--- src/rtl/wave_pkg.sv ---
// Shared waveform types and default levels, used by the analyzer and the generator bench.
package wave_pkg;
  localparam int WAVE_W    = 8;
  localparam int WAVE_MID  = 128;
  localparam int WAVE_HYST = 16;

  typedef enum logic {IDLE, MEASURE} state_t;

  function automatic logic [WAVE_W-1:0] smin(input logic [WAVE_W-1:0] a, input logic [WAVE_W-1:0] b);
    return (a < b) ? a : b;
  endfunction

  function automatic logic [WAVE_W-1:0] smax(input logic [WAVE_W-1:0] a, input logic [WAVE_W-1:0] b);
    return (a > b) ? a : b;
  endfunction
endpackage

--- src/rtl/waveform_analyzer_if.sv ---
// Sample stream in, per-period measurement out; master drives samples, slave is the analyzer.
interface waveform_analyzer_if
  import wave_pkg::*;
#(
  parameter int PW = 16
);
  logic [WAVE_W-1:0] sample_in;
  logic              sample_vld;
  logic [PW-1:0]     period_out;
  logic [WAVE_W-1:0] min_out;
  logic [WAVE_W-1:0] max_out;
  logic              res_vld;
  logic              flat;

  modport master (
    output sample_in, sample_vld,
    input  period_out, min_out, max_out, res_vld, flat
  );

  modport slave (
    input  sample_in, sample_vld,
    output period_out, min_out, max_out, res_vld, flat
  );
endinterface

--- src/rtl/crossing_detector.sv ---
// Hysteretic rising-crossing detector: arms at or below MID-HYST, fires at or above MID+HYST.
module crossing_detector
  import wave_pkg::*;
#(
  parameter int MID  = WAVE_MID,
  parameter int HYST = WAVE_HYST
) (
  input  logic              clk,
  input  logic              rst,
  input  logic [WAVE_W-1:0] sample_in,
  input  logic              sample_vld,
  output logic              rise
);
  localparam logic [WAVE_W-1:0] ARM_LVL  = WAVE_W'(MID - HYST);
  localparam logic [WAVE_W-1:0] FIRE_LVL = WAVE_W'(MID + HYST);

  logic armed_q;

  // Uses the armed value from before this sample, so one sample cannot arm and fire.
  assign rise = sample_vld & armed_q & (sample_in >= FIRE_LVL);

  always_ff @(posedge clk or negedge rst) begin
    if (!rst) begin
      armed_q <= 1'b0;
    end else if (sample_vld) begin
      if (rise)
        armed_q <= 1'b0;
      else if (sample_in <= ARM_LVL)
        armed_q <= 1'b1;
    end
  end
endmodule

--- src/rtl/waveform_analyzer.sv ---
// Measures period, min and max between successive rising crossings; result pulse 1 clk after
// the closing crossing. flat flags a period that saturates the counter.
module waveform_analyzer
  import wave_pkg::*;
#(
  parameter int PW   = 16,
  parameter int MID  = WAVE_MID,
  parameter int HYST = WAVE_HYST
) (
  input  logic                clk,
  input  logic                rst,
  waveform_analyzer_if.slave  wif
);
  localparam logic [PW-1:0] CNT_MAX = '1;

  state_t            state_q;
  logic [PW-1:0]     cnt_q;
  logic [WAVE_W-1:0] rmin_q, rmax_q;
  logic [PW-1:0]     period_q;
  logic [WAVE_W-1:0] min_q, max_q;
  logic              res_vld_q, flat_q;
  logic              rise;
  logic [WAVE_W-1:0] rmin_d, rmax_d;

  crossing_detector #(.MID(MID), .HYST(HYST)) u_xdet (
    .clk        (clk),
    .rst        (rst),
    .sample_in  (wif.sample_in),
    .sample_vld (wif.sample_vld),
    .rise       (rise)
  );

  assign rmin_d = smin(rmin_q, wif.sample_in);
  assign rmax_d = smax(rmax_q, wif.sample_in);

  always_ff @(posedge clk or negedge rst) begin
    if (!rst) begin
      state_q   <= IDLE;
      cnt_q     <= '0;
      rmin_q    <= '0;
      rmax_q    <= '0;
      period_q  <= '0;
      min_q     <= '0;
      max_q     <= '0;
      res_vld_q <= 1'b0;
      flat_q    <= 1'b0;
    end else begin
      res_vld_q <= 1'b0;
      if (wif.sample_vld) begin
        case (state_q)
          IDLE: begin
            if (rise) begin
              state_q <= MEASURE;
              cnt_q   <= PW'(1);
              rmin_q  <= wif.sample_in;
              rmax_q  <= wif.sample_in;
            end
          end
          MEASURE: begin
            if (rise) begin
              // The crossing sample closes this period and opens the next one.
              period_q  <= cnt_q;
              min_q     <= rmin_q;
              max_q     <= rmax_q;
              res_vld_q <= 1'b1;
              flat_q    <= 1'b0;
              cnt_q     <= PW'(1);
              rmin_q    <= wif.sample_in;
              rmax_q    <= wif.sample_in;
            end else if (cnt_q == CNT_MAX) begin
              flat_q  <= 1'b1;
              state_q <= IDLE;
              cnt_q   <= '0;
            end else begin
              cnt_q  <= cnt_q + PW'(1);
              rmin_q <= rmin_d;
              rmax_q <= rmax_d;
            end
          end
        endcase
      end
    end
  end

  assign wif.period_out = period_q;
  assign wif.min_out    = min_q;
  assign wif.max_out    = max_q;
  assign wif.res_vld    = res_vld_q;
  assign wif.flat       = flat_q;
endmodule

--- src/flat_wrapper.sv ---
// flat-port wrapper written by rule: the top's interface ports become plain ports
module waveform_analyzer_flat import wave_pkg::*;
#(
  parameter int PW   = 16,
  parameter int MID  = WAVE_MID,
  parameter int HYST = WAVE_HYST
)
  (clk, rst, wif_sample_in, wif_sample_vld, wif_period_out, wif_min_out, wif_max_out, wif_res_vld, wif_flat);
  waveform_analyzer_if #(.PW(PW)) wif_i ();
  input  logic clk;
  input  logic rst;
  input wire logic [$bits(wif_i.sample_in)-1:0] wif_sample_in;
  input wire logic [$bits(wif_i.sample_vld)-1:0] wif_sample_vld;
  output wire logic [$bits(wif_i.period_out)-1:0] wif_period_out;
  output wire logic [$bits(wif_i.min_out)-1:0] wif_min_out;
  output wire logic [$bits(wif_i.max_out)-1:0] wif_max_out;
  output wire logic [$bits(wif_i.res_vld)-1:0] wif_res_vld;
  output wire logic [$bits(wif_i.flat)-1:0] wif_flat;
  assign wif_i.sample_in = wif_sample_in;
  assign wif_i.sample_vld = wif_sample_vld;
  assign wif_period_out = wif_i.period_out;
  assign wif_min_out = wif_i.min_out;
  assign wif_max_out = wif_i.max_out;
  assign wif_res_vld = wif_i.res_vld;
  assign wif_flat = wif_i.flat;
  waveform_analyzer #(.PW(PW), .MID(MID), .HYST(HYST)) u_core (.clk(clk), .rst(rst), .wif(wif_i));
endmodule
--- config.mk ---
export PLATFORM = sky130hd
export DESIGN_NAME = waveform_analyzer_flat
export DESIGN_NICKNAME = d
export VERILOG_FILES = /design/src/rtl/wave_pkg.sv /design/src/rtl/waveform_analyzer_if.sv /design/src/rtl/crossing_detector.sv /design/src/rtl/waveform_analyzer.sv /design/src/flat_wrapper.sv
export SDC_FILE = /design/constraint.sdc
export NUM_CORES = 1
export LEC_CHECK = 0
export BUFFER_PORTS_ARGS = -buffer_cell sky130_fd_sc_hd__buf_2
export CORE_MARGIN = 4
export CORE_UTILIZATION = 52
export DETAILED_ROUTE_END_ITERATION = 12
export HOLD_SLACK_MARGIN = 0.1
export PLACE_DENSITY = 0.74
export SYNTH_ARGS = -nofsm -noshare
export SYNTH_HDL_FRONTEND = slang
export SYNTH_SLANG_ARGS = --single-unit
--- constraint.sdc ---
create_clock -name clk -period 2.06 [get_ports clk]
set_clock_uncertainty 0.05 [all_clocks]
set_input_delay 0 -clock clk [delete_from_list [all_inputs] [get_ports clk]]
set_output_delay 0 -clock clk [all_outputs]
set_load 0.05 [all_outputs]
==> results.toml, run 1 <==
[die]
core_sq_um = 6420
die_area_sq_um = 8080
initial_core_util_pct = 54.3
die_w_um = 89.9
die_y_um = 89.9
boundaryPins = 45
fp-row-count = 29

[grt]
grt_antenna_before_repair = 0
grt_pass1_wl_um = 15000
grt_use_total_pct = 23.0
grt_pass1_vias = 2962
grt_max_degree = 35
grt_overflow = 0

[logic_synthesis]
synth-xor-area-share_pct = 2.26
synth_top_flop_cell = "dfrtp_1"
async_flop_share_pct = 100
avgSynthCellArea_sq_um = 9.45
synth_edf_count = 0
synthesis.area_sq_um = 3490
synth_top_family_by_area = "simple AND/OR/NAND/NOR gates"
syn-num-nets = 396
synth_cells = 369
synth_seq_area_share_pct = 48.8
synth_compound_area_share_pct = 9.72
yosys_warnings = 0
synth-simple-area-share_pct = 25.8
synth_cell_types = 50
muxShareOfSynthArea_pct = 4.02
synth_fa_ha_area_share_pct = 5.74
synth_seq_cells = 68

[placed_design]
routabilityCongestion = 0.891
hpwl_um = 6150
numPortBuffers = 44
dpl_cell_area_sq_um = 4060

[sta]
rsz0062_at_grt = "yes"
finalSetupViolCount = 8
worst_pin_slew_ns = 0.632
timing.final.crit_share_pct = 103
post-route-worst-setup-slack_ns = -0.0575
fmax_ghz = 0.472
min_period_ns = 2.12
hold_violations = 0
slew_viol_final = 0
slew_headroom_pct = 57.7

[worst_setup_path]
path_class = "flip-flop to flip-flop"
cp_max_fo = 8
crit_start = "u_core.rmax_q[1]"
endpoint = "u_core.rmax_q[4]"
rrSetupSlack_ns = -0.06
r2r-start = "u_core.rmax_q[1]"
arrival_ns = 2.32
end_kind = "flip-flop"
critPathLaunchType = "flip-flop"
r2r_end = "u_core.rmax_q[4]"
reg2regPathDepth = 7
cp.required_ns = 2.26

[drt]
ant_nets = 0
drcViolationCount = 0
drtIter0Drc = 209
dr_total_vias = 3136
post_drt_wl_per_cell_um = 16.7
drt_first_pass_iters = 5
drt_wl_total_um = 9110
vias_per_cell = 5.75

[clocking]
cts_buffers = 9
clock_sinks = 68
cts_max_level = 3
cts_root_buf = "clkbuf_8"
path_clk_slew_ns = 0.08
clock_latency_ns = 0.36
cts_tree = "yes"
clockBufferDepth = 2

[outcome]
outcome = "finished, violations left"
violations = "negative setup slack"

[layout]
final_cell_area_sq_um = 4500
layout.nets = 490
final_layout_size_suffix_gt1_share_pct = 28.6
area_growth_pct = 29.0
num_antenna_cells = 0

[power]
vdd_drop_max_mv = 0.572
power.density_nw_per_um2 = 1340
total_power_uw = 6040
power_leakage_uw = 0.00233

[run]
cap_violations = 0

[min_path]
min_path_type = "input pin to async pin"
stage by stage:
stage,hold slack (ns),cells,setup WS (ns),TNS [ns],utilization (%)
finish,0.0935,545,-0.0575,-0.401,70.0
global route,0.165,545,-0.106,-0.778,70.0
detailed placement,-0.0529,517,-0.193,-1.51,63.3
CTS,-0.121,542,-0.0290,-0.141,69.3
floorplan,-0.346,369,0.00663,0,-
global placement,-0.0555,517,-0.0998,-0.796,63.3
cell families after synthesis:
logic type	after synthesis
and+or+nand+nor	189
DFF	68
AOI/OAI and AO/OA	48
buffers and inverters	29
adders and majority gates	16
muxes	10
xor gates and xnor gates	9
how the worst min path moves through the flow:
stage	start	end	cells after the start
3_5_place_dp	rst	u_core.wif.min_out[3]	1
4_1_cts	wif_sample_in[1]	u_core.rmax_q[1]	2
5_1_grt	rst	u_core.wif.max_out[3]	2
6_report	rst	u_core.wif.max_out[3]	2
3_3_place_gp	rst	u_core.wif.max_out[1]	1
2_1_floorplan	rst	u_core.cnt_q[0]	0
Yosys cell counts (2+ instances only):
master | count | share of area, %
nand2_1 | 104 | 11
dfrtp_1 | 68 | 49
nor2_1 | 21 | 2.3
nand4_1 | 19 | 3.4
nand3_1 | 17 | 2.4
ha_1 | 16 | 5.7
inv_1 | 12 | 1.3
o211ai_1 | 11 | 2.4
a31oi_1 | 10 | 1.8
clkbuf_1 | 8 | 0.86
mux2_4 | 8 | 3.4
xor2_1 | 8 | 2.0
and3_1 | 7 | 1.3
buf_2 | 6 | 0.86
a21oi_1 | 5 | 0.72
o21ai_0 | 5 | 0.72
a211oi_1 | 4 | 0.86
and2_1 | 3 | 0.54
a22o_1 | 2 | 0.50
mux2i_1 | 2 | 0.57
nand2b_1 | 2 | 0.36
nand4_2 | 2 | 0.72
o21a_1 | 2 | 0.43
placed cells by master (no fill, tap or decap), types with 3 or more instances in the layout:
cell           synthesis  layout
a21oi_1                5       5
a31oi_1               10      10
and2_1                 3       3
and3_1                 7       7
buf_2                  6      44
buf_4                  1      44
clkbuf_8               0       9
dfrtp_1               68      68
dlygate4sd3_1          0      11
ha_1                  16      12
ha_4                   0       4
inv_1                 12      11
mux2_4                 8       8
nand2_1              104     104
nand3_1               17      17
nand4_1               19      19
nor2_1                21      21
o211ai_1              11      11
o21ai_0                5       4
xor2_1                 8       8
sequential cells by signal, indices dropped and copies added (netlist names):
name                   flops
u_core.state_q             1
u_core.rmax_q              8
u_core.wif.flat            1
u_core.cnt_q              16
u_core.wif.res_vld         1
u_core.wif.max_out         8
u_core.rmin_q              8
u_core.u_xdet.armed_q      1
u_core.wif.period_out     16
u_core.wif.min_out         8
report_power, final:
group,switching (uW),internal [uW]
clock network,555,687
logic,1700,1040
registers,321,1740
routing by layer:
metal | GRT usage (%) | routed length [um] | up-vias
met5 | 0 | 0 | -
met4 | 6.12 | 152 | 0
li1 | - | - | 1478
met3 | 5.51 | 593 | 16
met1 | 33.5 | 4290 | 1517
met2 | 34.8 | 4070 | 125
critical path: stages (launching register included):
cell and delay, ns:
dfrtp_1 0.40, ha_1 0.32, and4b_1 0.23, a211oi_4 0.24
o22ai_4 0.13, o21ai_4 0.18, buf_12 0.15, mux2_4 0.31
area by class of cell:
class / count / area [sq um]
clock buffers: 9 / 124
clock inverters: 7 / 98.8
fillers: 470 / 1930
inverters: 12 / 48.8
multi-input cells: 272 / 1750
flip-flops and latches: 68 / 1700
well taps: 77 / 96.3
repair buffers: 100 / 681
repair_timing:
item | 4_1_cts | 5_1_grt
hold buffers | 9 | 2
endpoints found under the hold margin | 85 | 2
resized for setup | 8 | 5
setup buffers | 1 | 2
setup endpoints to repair | 8 | 15
pin swaps | 2 | 4
No activity file was read; power rests on OpenSTA's default activity.
==> run 2, diff against run 1 <==
Settings changed: PLACE_DENSITY 0.74 to 0.76.
==> run 2 against run 1 <==
  * Core utilization grew 0.097 points
  * Largest power group unchanged
  * The flow still finishes with violations (negative setup slack)
  * Combinational power barely moved
  * Via count down 0.48%
==> results.toml, run 2 (synthesis gave the netlist of run 1 again) <==
[clocking]
clock_sinks = 68
cts_tree = "yes"
cts_max_level = 3
clockBufferDepth = 2
path_clk_slew_ns = 0.08
cts_root_buf = "clkbuf_8"
clock_latency_ns = 0.35
cts_buffers = 9

[layout]
layout.nets = 490
fillerInstances = 510
area_growth_pct = 29.1
regArea_sq_um = 1700
final_layout_size_suffix_gt1_share_pct = 29.3
final_common_cell = "nand2_1"
multi_input_area_sq_um = 1760
fin_cells = 545
final_util_pct = 70.1
final_cell_mix = "nand2_1 (104), dfrtp_1 (68), buf_2 (44), buf_4 (43), nor2_1 (21)"
num_antenna_cells = 0

[worst_setup_path]
crit_chain = "ha_4 > nand4_1 > or3b_4 > o22ai_4 > o21ai_4 > buf_12 > mux2_4"
crit_path_top_delay_cell = "dfrtp_1"
r2r-start = "u_core.rmax_q[6]"
arrival_ns = 2.30
crit_start = "u_core.rmax_q[6]"
end_kind = "flip-flop"
max_stage_delay_ns = 0.42
critPathLaunchType = "flip-flop"
rrSetupSlack_ns = -0.05
path_delay_family = "simple AND/OR/NAND/NOR gates"
path_depth = 7
r2r_end = "u_core.rmax_q[5]"
worst-path-buf-inv = 1
reg2regPathDepth = 7
cp.required_ns = 2.24
path_class = "flip-flop to flip-flop"
cp_max_fo = 8
endpoint = "u_core.rmax_q[5]"

[grt]
grt_overflow = 0
grt_use_total_pct = 24.0
grt_max_degree = 47
grt_antenna_before_repair = 0
grt_pass1_vias = 3119
grt_pass1_wl_um = 15700

[placed_design]
place_inst = 518
routabilityCongestion = 0.866
numPortBuffers = 44
pre_cts_ws_ns = -0.179
hpwl_um = 6170

[drt]
post_drt_wl_per_cell_um = 17.3
dr_total_vias = 3121
vias_per_cell = 5.73
ant_nets = 0
drcViolationCount = 0
drtIter0Drc = 274
drt_wl_total_um = 9420
drt_first_pass_iters = 5

[power]
power_leakage_uw = 0.00234
power.density_nw_per_um2 = 1320
vdd_drop_max_mv = 0.515

[outcome]
violations = "negative setup slack"
outcome = "finished, violations left"

[die]
boundaryPins = 45
core_sq_um = 6420
die_w_um = 89.9
die_area_sq_um = 8080
initial_core_util_pct = 54.3
die_y_um = 89.9
fp-row-count = 29

[sta]
slew_viol_final = 0
post-route-worst-setup-slack_ns = -0.0545
timing.final.crit_share_pct = 103
fmax_ghz = 0.473
slew_headroom_pct = 55.5
hold_violations = 0
rsz0062_at_grt = "yes"
worst_pin_slew_ns = 0.665
finalSetupViolCount = 8
min_period_ns = 2.11

[run]
cap_violations = 0

[min_path]
min_path_type = "input pin to async pin"
[run 2: worst min-delay path by stage]
stage               startpoint               endpoint  slack (ns)  depth (start not counted)
global placement           rst  u_core.wif.min_out[2]       -0.05                          1
detailed placement         rst  u_core.wif.min_out[2]       -0.04                          1
CTS                        rst  u_core.wif.min_out[2]        0.12                          2
finish                     rst  u_core.wif.min_out[2]        0.10                          2
floorplan                  rst        u_core.cnt_q[0]       -0.35                          0
global route               rst  u_core.wif.min_out[2]        0.17                          2
[run 2: through the flow]
stage / power (uW) / area (sq um) / hold slack, ns / setup TNS, ns
after floorplan: 3750 / 3490 / -0.346 / 0
after global placement: 4480 / 4100 / -0.0467 / -0.775
after detailed placement: 4580 / 4100 / -0.0351 / -1.38
after CTS: 5840 / 4470 / 0.121 / -0.00238
after global routing: 6240 / 4500 / 0.171 / -0.666
final: 5930 / 4500 / 0.102 / -0.383
[run 2: worst register-to-register path: cells and delay by family (launching register included)]
| family | cells | cell delay (ns) |
|---|---|---|
| multiplexers | 1 | 0.29 |
| adder cells (fa/ha/maj) | 1 | 0.29 |
| flip-flops | 1 | 0.42 |
| buffers and inverters | 1 | 0.14 |
| AND/OR/NAND/NOR | 2 | 0.57 |
| AO/OA/AOI/OAI | 2 | 0.24 |
[run 2: repair_timing]
| item | 4_1_cts | 5_1_grt |
|---|---|---|
| pin swaps | 4 | 5 |
| hold endpoints to repair | 85 | 0 |
| resized for setup | 10 | 6 |
| hold buffers | 10 | 0 |
| setup buffers | 1 | 0 |
| endpoints found under the setup margin | 8 | 20 |
[run 2: metal layers]
metal | vias up | part of all wire (%) | global-route usage, % | routed length, um
li1 | 1480 | - | - | -
met1 | 1512 | 47 | 34.7 | 4460
met2 | 108 | 45 | 36.2 | 4250
met3 | 21 | 5.3 | 4.51 | 501
met4 | 0 | 2.1 | 8.42 | 199
met5 | - | 0 | 0 | 0
[run 2: final cells by class]
class,count,share of cell area (%)
Sequential cell,68,37.8
Inverter,12,1.00
Clock buffer,9,2.75
Timing Repair Buffer,100,15.6
Clock inverter,7,1.67
Tap cell,77,2.14
Multi-Input combinational cell,272,39.0
[run 2: power breakdown]
part	total, uW	internal [uW]	switching [uW]
logic	2760	1050	1710
clock network	1130	565	562
registers	2050	1740	309
